<file path="config.mk">
export PLATFORM = sky130hd
export DESIGN_NAME = load_store_unit
export DESIGN_NICKNAME = d
export VERILOG_FILES = /design/src/rtl/load_store_unit_pkg.sv /design/src/rtl/load_store_unit_load_extend.sv /design/src/rtl/load_store_unit.sv
export SDC_FILE = /design/constraint.sdc
export NUM_CORES = 1
export LEC_CHECK = 0
export ABC_AREA = 1
export CAP_MARGIN = 20
export CORE_UTILIZATION = 44
export CTS_CLUSTER_DIAMETER = 30
export DETAILED_ROUTE_END_ITERATION = 8
export PLACE_DENSITY_LB_ADDON = 0.08
export SLEW_MARGIN = 0
export SYNTH_ARGS = -nofsm -noshare
export SYNTH_HDL_FRONTEND = slang
export SYNTH_HIERARCHICAL = 1
export SYNTH_SLANG_ARGS = --single-unit
export TNS_END_PERCENT = 5
</file>
<file path="constraint.sdc">
create_clock -name clk -period 1.3 [get_ports clk]
set_input_delay 0.26 -clock clk [delete_from_list [all_inputs] [get_ports clk]]
set_output_delay 0.26 -clock clk [all_outputs]
set_load 0.005 [all_outputs]
</file>
<file path="src/rtl/load_store_unit_pkg.sv">
// Shared constants, state encoding and request-legality helpers for the
// load/store unit.
package lsu_pkg;

  // RV32I load/store funct3 encodings
  localparam logic [2:0] LB  = 3'b000;
  localparam logic [2:0] LH  = 3'b001;
  localparam logic [2:0] LW  = 3'b010;
  localparam logic [2:0] LBU = 3'b100;
  localparam logic [2:0] LHU = 3'b101;
  localparam logic [2:0] SB  = 3'b000;
  localparam logic [2:0] SH  = 3'b001;
  localparam logic [2:0] SW  = 3'b010;

  // mem_ctrl access widths
  localparam logic [1:0] BYTE = 2'd0;
  localparam logic [1:0] HALF = 2'd1;
  localparam logic [1:0] WORD = 2'd2;

  typedef enum logic [1:0] {IDLE, ACCESS, RESP} lsu_state_e;

  // Stores only have signed-free byte/half/word forms; loads add the unsigned pair.
  function automatic logic f3_legal(input logic write, input logic [2:0] f3);
    if (write) return (f3 == SB) || (f3 == SH) || (f3 == SW);
    return (f3 == LB) || (f3 == LH) || (f3 == LW) || (f3 == LBU) || (f3 == LHU);
  endfunction

  // Width encoding 3 is never legal, so reporting it misaligned is harmless.
  function automatic logic addr_aligned(input logic [1:0] width, input logic [1:0] lo);
    case (width)
      BYTE:    return 1'b1;
      HALF:    return ~lo[0];
      WORD:    return lo == 2'b00;
      default: return 1'b0;
    endcase
  endfunction

endpackage

</file>
<file path="src/rtl/load_store_unit_load_extend.sv">
// Combinational sign/zero extension of the raw memory word for loads.
module load_extend
  import lsu_pkg::*;
#(
  parameter int WORD_SIZE = 32
) (
  input  logic [2:0]           funct3,
  input  logic [WORD_SIZE-1:0] raw,
  output logic [WORD_SIZE-1:0] ext
);

  // Select the low byte/half/word and extend according to funct3.
  always_comb begin
    ext = '0;
    case (funct3)
      LB:      ext = {{(WORD_SIZE-8){raw[7]}}, raw[7:0]};
      LH:      ext = {{(WORD_SIZE-16){raw[15]}}, raw[15:0]};
      LW:      ext = raw;
      LBU:     ext = {{(WORD_SIZE-8){1'b0}}, raw[7:0]};
      LHU:     ext = {{(WORD_SIZE-16){1'b0}}, raw[15:0]};
      default: ext = '0;
    endcase
  end

endmodule

</file>
<file path="src/rtl/load_store_unit.sv">
// Single-outstanding load/store initiator: IDLE accepts, ACCESS drives the
// memory port for one cycle, RESP returns the result for one cycle.
module load_store_unit
  import lsu_pkg::*;
#(
  parameter int WORD_SIZE = 32
) (
  input  logic                 clk,
  input  logic                 rst,
  input  logic                 req_valid,
  output logic                 req_ready,
  input  logic                 req_write,
  input  logic [WORD_SIZE-1:0] req_addr,
  input  logic [WORD_SIZE-1:0] req_wdata,
  input  logic [2:0]           req_funct3,
  output logic                 resp_valid,
  output logic [WORD_SIZE-1:0] resp_rdata,
  output logic                 resp_err,
  output logic                 mem_write_en,
  output logic [WORD_SIZE-1:0] mem_addr,
  output logic [WORD_SIZE-1:0] mem_write_data,
  output logic [1:0]           mem_ctrl,
  input  logic [WORD_SIZE-1:0] mem_rdata
);

  lsu_state_e           state_q, state_d;
  logic                 wr_q;
  logic [WORD_SIZE-1:0] addr_q, wdata_q, rdata_q;
  logic [2:0]           f3_q;
  logic                 err_q;
  logic                 req_ok;
  logic [WORD_SIZE-1:0] ext_data;

  assign req_ok = f3_legal(req_write, req_funct3) &&
                  addr_aligned(req_funct3[1:0], req_addr[1:0]);

  load_extend #(.WORD_SIZE(WORD_SIZE)) u_ext (
    .funct3 (f3_q),
    .raw    (mem_rdata),
    .ext    (ext_data)
  );

  // Next state: illegal requests skip ACCESS and go straight to RESP.
  always_comb begin
    state_d = state_q;
    case (state_q)
      IDLE:    if (req_valid) state_d = req_ok ? ACCESS : RESP;
      ACCESS:  state_d = RESP;
      RESP:    state_d = IDLE;
      default: state_d = IDLE;
    endcase
  end

  // State register plus request latch and response capture.
  always_ff @(posedge clk) begin
    if (rst) begin
      state_q <= IDLE;
      wr_q    <= 1'b0;
      addr_q  <= '0;
      wdata_q <= '0;
      f3_q    <= '0;
      err_q   <= 1'b0;
      rdata_q <= '0;
    end else begin
      state_q <= state_d;
      case (state_q)
        IDLE: if (req_valid) begin
          wr_q    <= req_write;
          addr_q  <= req_addr;
          wdata_q <= req_wdata;
          f3_q    <= req_funct3;
          err_q   <= ~req_ok;
          rdata_q <= '0;
        end
        ACCESS: rdata_q <= wr_q ? '0 : ext_data;
        default: ;
      endcase
    end
  end

  // Outputs decode from state; rst gates them so a reset landing in ACCESS
  // cannot produce a write and a reset in RESP cannot leak a response.
  always_comb begin
    req_ready      = (state_q == IDLE);
    resp_valid     = 1'b0;
    resp_rdata     = '0;
    resp_err       = 1'b0;
    mem_write_en   = 1'b0;
    mem_addr       = '0;
    mem_write_data = '0;
    mem_ctrl       = BYTE;
    if (!rst) begin
      if (state_q == ACCESS) begin
        mem_write_en   = wr_q;
        mem_addr       = addr_q;
        mem_write_data = wdata_q;
        mem_ctrl       = f3_q[1:0];
      end
      if (state_q == RESP) begin
        resp_valid = 1'b1;
        resp_rdata = rdata_q;
        resp_err   = err_q;
      end
    end
  end

endmodule

</file>
==> flow_summary.yaml, run 1 <==
final_layout:
  layout.nets: 1087
  drive_gt1_share_pct: 31.6
  antenna_cells: 0
  postLayoutCoreUtil_pct: 71.5
  syn_to_final_growth_pct: 58.9
  layout.cells.non_filler: 1132
timing:
  fin_crit_ns: 1.79
  worstMarginPinSlew_ns: 0.454
  slew_headroom_pct: 69.7
  finalCritPeriodShare_pct: 138
  maxClockFrequency_ghz: 0.558
  rsz0062_at_grt: "yes"
  skew_ns: 0.00729
  finalHoldViolCount: 0
  final.setup.worst_slack_ns: -0.492
  holdWs_ns: 0.482
  setup_viol: 134
  drv_slew: 0
  setup_tns_ns: -42.96
routing:
  routed_wirelength_um: 16900
  dr.pass1.iters: 5
  viasPerCell: 5.13
  drt.antenna.violating_nets: 0
  wl_per_cell_um: 14.9
  drt-initial-drc-count: 306
  vias: 5804
  route.detailed.drc: 0
critical_path:
  timing.rr.start: "state_q[1]"
  startpoint_type: "register"
  path_class: "register to output pin"
  cp.arrival_ns: 1.53
  endpoint_kind: "output pin"
  worstRegToRegCells: 9
  rr_endpoint: "rdata_q[3]"
  required_ns: 1.04
  r2r_slack_ns: -0.26
  critPathCapture: "resp_rdata[31]"
  worstPathMaxFanout: 5
  crit_start: "state_q[1]"
grt:
  grt_max_degree: 52
  grt_antenna_before_repair: 0
  grt.overflow.total: 0
  grt_use_met2_pct: 47.3
  grt-busiest-layer: "met2"
  grtUsageMet3_pct: 5.70
  grt_pass1_vias: 5463
  grt_usage_pct: 27.2
  grt_pass1_wl_um: 25400
  use_met1_pct: 32.2
pwr:
  powerDensity_nw_per_um2: 945
  leakage_nw: 3.31
  p_total_mw: 7.72
  peakVddDrop_v: 0.000672
placed_design:
  dp.cells: 1090
  dp_hpwl_um: 9990
  gp_congestion: 0.814
  port_buffers: 204
clock_tree:
  clk_pin_slew_ns: 0.07
  numCtsBuffers: 9
  insertion_delay_ns: 0.34
  cts_hold_buffers: 0
  clock-sinks: 103
  cts_buffer_depth: 2
  cts_htree_levels: 3
  cts_tree: "built"
  cts_root_buf: "clkbuf_16"
yosys:
  seq_area_frac_synth_pct: 40.1
  synth_area_leaders: "dfxtp_1 (40%), nor2_1 (18%), nand3_1 (8.6%), o21ai_0 (6.4%), nand2_1 (5.4%)"
  synthDominantCellAreaShare_pct: 40.1
  synth_edf_count: 0
  async_reset_ff_share_pct: 0
  syn_nets: 874
  synth-seq-cells: 103
  yosysTopAreaCell: "dfxtp_1"
  netlist_instances: 771
  synth_most_common_cell: "nor2_1"
  synth_ff_type: "dfxtp_1"
  yosys_warnings: 6
  netlist_area_um2: 5140
  synth.distinct_cells: 23
  synth_top_cells_by_count: "nor2_1 (248), dfxtp_1 (103), nand3_1 (88)"
  avgSynthCellArea_um2: 6.66
die:
  die_x_um: 110
  rows: 39
  io-pin-count: 205
  core_area_um2: 11400
  chipHeight_um: 110
  fp.dieArea_um2: 12100
  initial_core_util_pct: 45.0
worst_hold_path:
  holdCritPathClass: "register to register"
outcome:
  violations: "negative setup slack"
  outcome: "complete, but fails checks"
flow_run:
  drv_cap: 0
[layout make-up]
type | instances | area [um2]
multi-input cells | 550 | 2870
flip-flops and latches | 103 | 2070
inverters | 53 | 219
fillers | 945 | 3260
clock buffers | 11 | 233
well taps | 143 | 179
clock inverters | 5 | 35.0
repair buffers | 267 | 2550
[worst max-delay path, cell delays in order (launching register included)]
cell,delay [ns]
dfxtp_2,0.36
inv_4,0.06
nor2_4,0.14
nand2_8,0.12
buf_12,0.16
buf_8,0.13
nor2_4,0.09
buf_2,0.12
[placed cells by master, fill, tap and decap left out, types with 10 or more instances in the layout]
master | Yosys | layout
buf_4 | 8 | 27
a21oi_1 | 38 | 26
inv_1 | 48 | 47
nor2_1 | 248 | 161
nor2_4 | 5 | 27
buf_12 | 0 | 15
buf_2 | 33 | 83
o21ai_1 | 10 | 46
buf_6 | 10 | 10
nand2_1 | 74 | 74
clkdlybuf4s15_2 | 0 | 17
nand3_2 | 10 | 10
dfxtp_1 | 103 | 100
a21oi_2 | 4 | 16
o21ai_0 | 66 | 30
nor2_2 | 0 | 65
clkdlybuf4s50_1 | 0 | 101
nand3_1 | 88 | 88
[registers in the layout (all words and copies together) (netlist names)]
signal and count:
wdata_q 32, wr_q 1, rdata_q 32, f3_q 3, state_q 2, addr_q 32, err_q 1
[cell families (layout without fill, tap and decap cells)]
family	Yosys count	after routing	share of synthesized area, %
compound gates	118	118	11.8
flops	103	103	40.1
simple gates	432	432	36.2
buf+inv	118	336	11.9
[metal layers]
layer  vias up  routed length, um
met5         -                  0
met3        33               1270
met4         0                366
met2       223               8430
met1      2679               6820
li1       2869                  -
[power by group]
part           switching (mW)  internal, mW
logic                   0.895         0.843
clock network            1.18          1.30
registers               0.126          3.37
total                    2.20          5.51
[worst min path at each step]
stage	startpoint	end	slack (ns)	depth (start not counted)
after floorplan	req_wdata[11]	wdata_q[11]	0.41	2
after global placement	addr_q[31]	addr_q[31]	0.47	2
after detailed placement	wr_q	wr_q	0.47	2
after CTS	rdata_q[16]	rdata_q[16]	0.49	2
after global routing	addr_q[5]	addr_q[5]	0.50	2
final	wr_q	wr_q	0.48	2
[what timing repair did]
item,CTS,global route
gates cloned,9,0
setup buffers,17,0
hold endpoints to repair,0,0
gates resized for setup,462,127
pin swaps,18,8
endpoints found under the setup margin,134,199
[through the flow]
stage               area [um2]  worst slack, ns
CTS                       8010           -0.498
global placement          7380           -0.770
finish                    8160           -0.492
detailed placement        7380           -0.742
global route              8160           -0.553
floorplan                 5140           0.0794
No activity file was read; power rests on OpenSTA's default activity.
==> run 2, diff against run 1 <==
- CTS_CLUSTER_SIZE: not set -> 30
==> results of run 2 <==
Final layout, timing and power as in run 1 (identical DEF).
==> edit: new RTL, settings of run 2 <==
`WORD_SIZE` is set to 32 in 2 places; all go to 16.
--- a/src/rtl/load_store_unit_load_extend.sv
+++ b/src/rtl/load_store_unit_load_extend.sv
@@ -3,5 +3,5 @@
   import lsu_pkg::*;
 #(
-  parameter int WORD_SIZE = 32
+  parameter int WORD_SIZE = 16
 ) (
   input  logic [2:0]           funct3,
--- a/src/rtl/load_store_unit.sv
+++ b/src/rtl/load_store_unit.sv
@@ -4,5 +4,5 @@
   import lsu_pkg::*;
 #(
-  parameter int WORD_SIZE = 32
+  parameter int WORD_SIZE = 16
 ) (
   input  logic                 clk,
Interface: changed (6 resized); port bits go from 205 to 109. No check against the original RTL was run, so the function may have changed too.
==> edit against run 2 <==
  * The run still ends with setup timing left
  * Synthesized area down 46%
  * Sequential cell count decreased by 48
  * Power down 52%
  * Fmax grew 6.0%
  * Clock skew fell by 0.0034 ns
  * Worst setup slack gained 0.10 ns
  * Register-to-register slack better by 0.28 ns
  * Routed wire length is 57% lower
  * Via count decreased by 49%
  * Cell area is 47% lower
==> edit: results (changes against run 2) <==
CTS
The clock-pin slew of the registers on the worst-case setup and hold paths is 0.09 ns (+0.02 ns). The TritonCTS buffer count is 5 (-4). The clock latency at the later pin of the worst-skew pair came to 0.31 ns (-0.03 ns).

STA
The post-route worst setup slack is -0.390 ns (+0.102 ns). The hold slack is 0.488 ns (+0.00632 ns). The final count of negative-setup-slack endpoints is 53 (-60%).

Routing
The final routed wire length divided by cell count is 11.7 um (-22%). The number of DRC markers after the initial detailed-route iteration is 106 (-65%).

Synthesis
The sequential element share of the synthesized area is 39.7% (-0.40 points). Sorting the synthesized cells by area gives the leading types as sky130_fd_sc_hd__dfxtp_1 (40%), sky130_fd_sc_hd__nor2_1 (17%), sky130_fd_sc_hd__nand2_1 (7.9%), sky130_fd_sc_hd__o21ai_0 (6.5%), sky130_fd_sc_hd__nand3_1 (6.1%). Ranked by instance count, the synthesized netlist is headed by sky130_fd_sc_hd__nor2_1 (125), sky130_fd_sc_hd__nand2_1 (58), sky130_fd_sc_hd__dfxtp_1 (55).

The number of standard cells after synthesis is 421 (-45%). The post-synth net total is 476 (-46%).

Power
The worst ir drop on vdd is 777 uV (+16%). The static leakage power was 1.81 nW (-45%).

Global routing
The largest net degree at the start of global routing was 33 (-37%).

Critical path
The worst register-to-register path ends at rdata_q[5]. The setup slack of the most critical reg-to-reg path is 0.02 ns (+0.28 ns). The critical path arrival is 1.43 ns (-0.10 ns).

Finish
The proportion of layout cells with a drive suffix above 1 is 30.5% (-1.1 points).

Place
The placed wire-length estimate came to 4750 um (-52%). The number of I/O port buffers was 108 (-47%).

Hold path
In this run the most critical hold path is launched from rdata_q[6].

Status
The final reports fail on setup timing. The flow ran to the end, but the final reports show violations.
[edit: cell type report]
cell class	count	area, um^2
repair buffers	144	1360
multi-input cells	300	1500
clock buffers	7	76.3
well taps	75	93.8
flip-flops and latches	55	1110
fillers	519	1680
inverters	43	176
clock inverters	1	5.00
[edit: stage by stage]
stage	area (um^2)	setup WS, ns
2_1_floorplan	2770	0.0431
3_3_place_gp	4040	-0.710
3_5_place_dp	4040	-0.744
4_1_cts	4210	-0.412
5_1_grt	4310	-0.440
6_report	4310	-0.390
[edit: worst min-delay path, delay by kind of cell (launching register included)]
kind | cells | cell delay, ns
compound gates | 1 | 0.05
flops | 1 | 0.32
simple gates | 1 | 0.07
[edit: cells by family after synthesis]
kind of cell | count (synthesis) | share of synthesized area [%]
and+or+nand+nor | 242 | 37.9
buffers and inverters | 69 | 11.8
AOI/OAI and AO/OA | 55 | 10.5
DFF | 55 | 39.7
[edit: where the power goes]
| part | internal, mW | switching (mW) | leakage, nW |
|---|---|---|---|
| registers | 1.80 | 0.0653 | 0.454 |
| clock network | 0.380 | 0.544 | 0.0422 |
| logic | 0.466 | 0.461 | 1.32 |
| total | 2.65 | 1.07 | 1.81 |
[edit: per-layer routing]
metal,GRT usage [%],part of all wire [%]
met4,6.07,1.2
met2,38.8,47
met1,27.5,45
met5,0,0
met3,5.84,6.3
[edit: what timing repair did]
item                                    CTS  global route
resized for setup                       215            64
pin swaps                                14             5
hold buffers                              0             0
cloned                                    4             0
endpoints found under the setup margin   63           105
setup buffers                            12             0
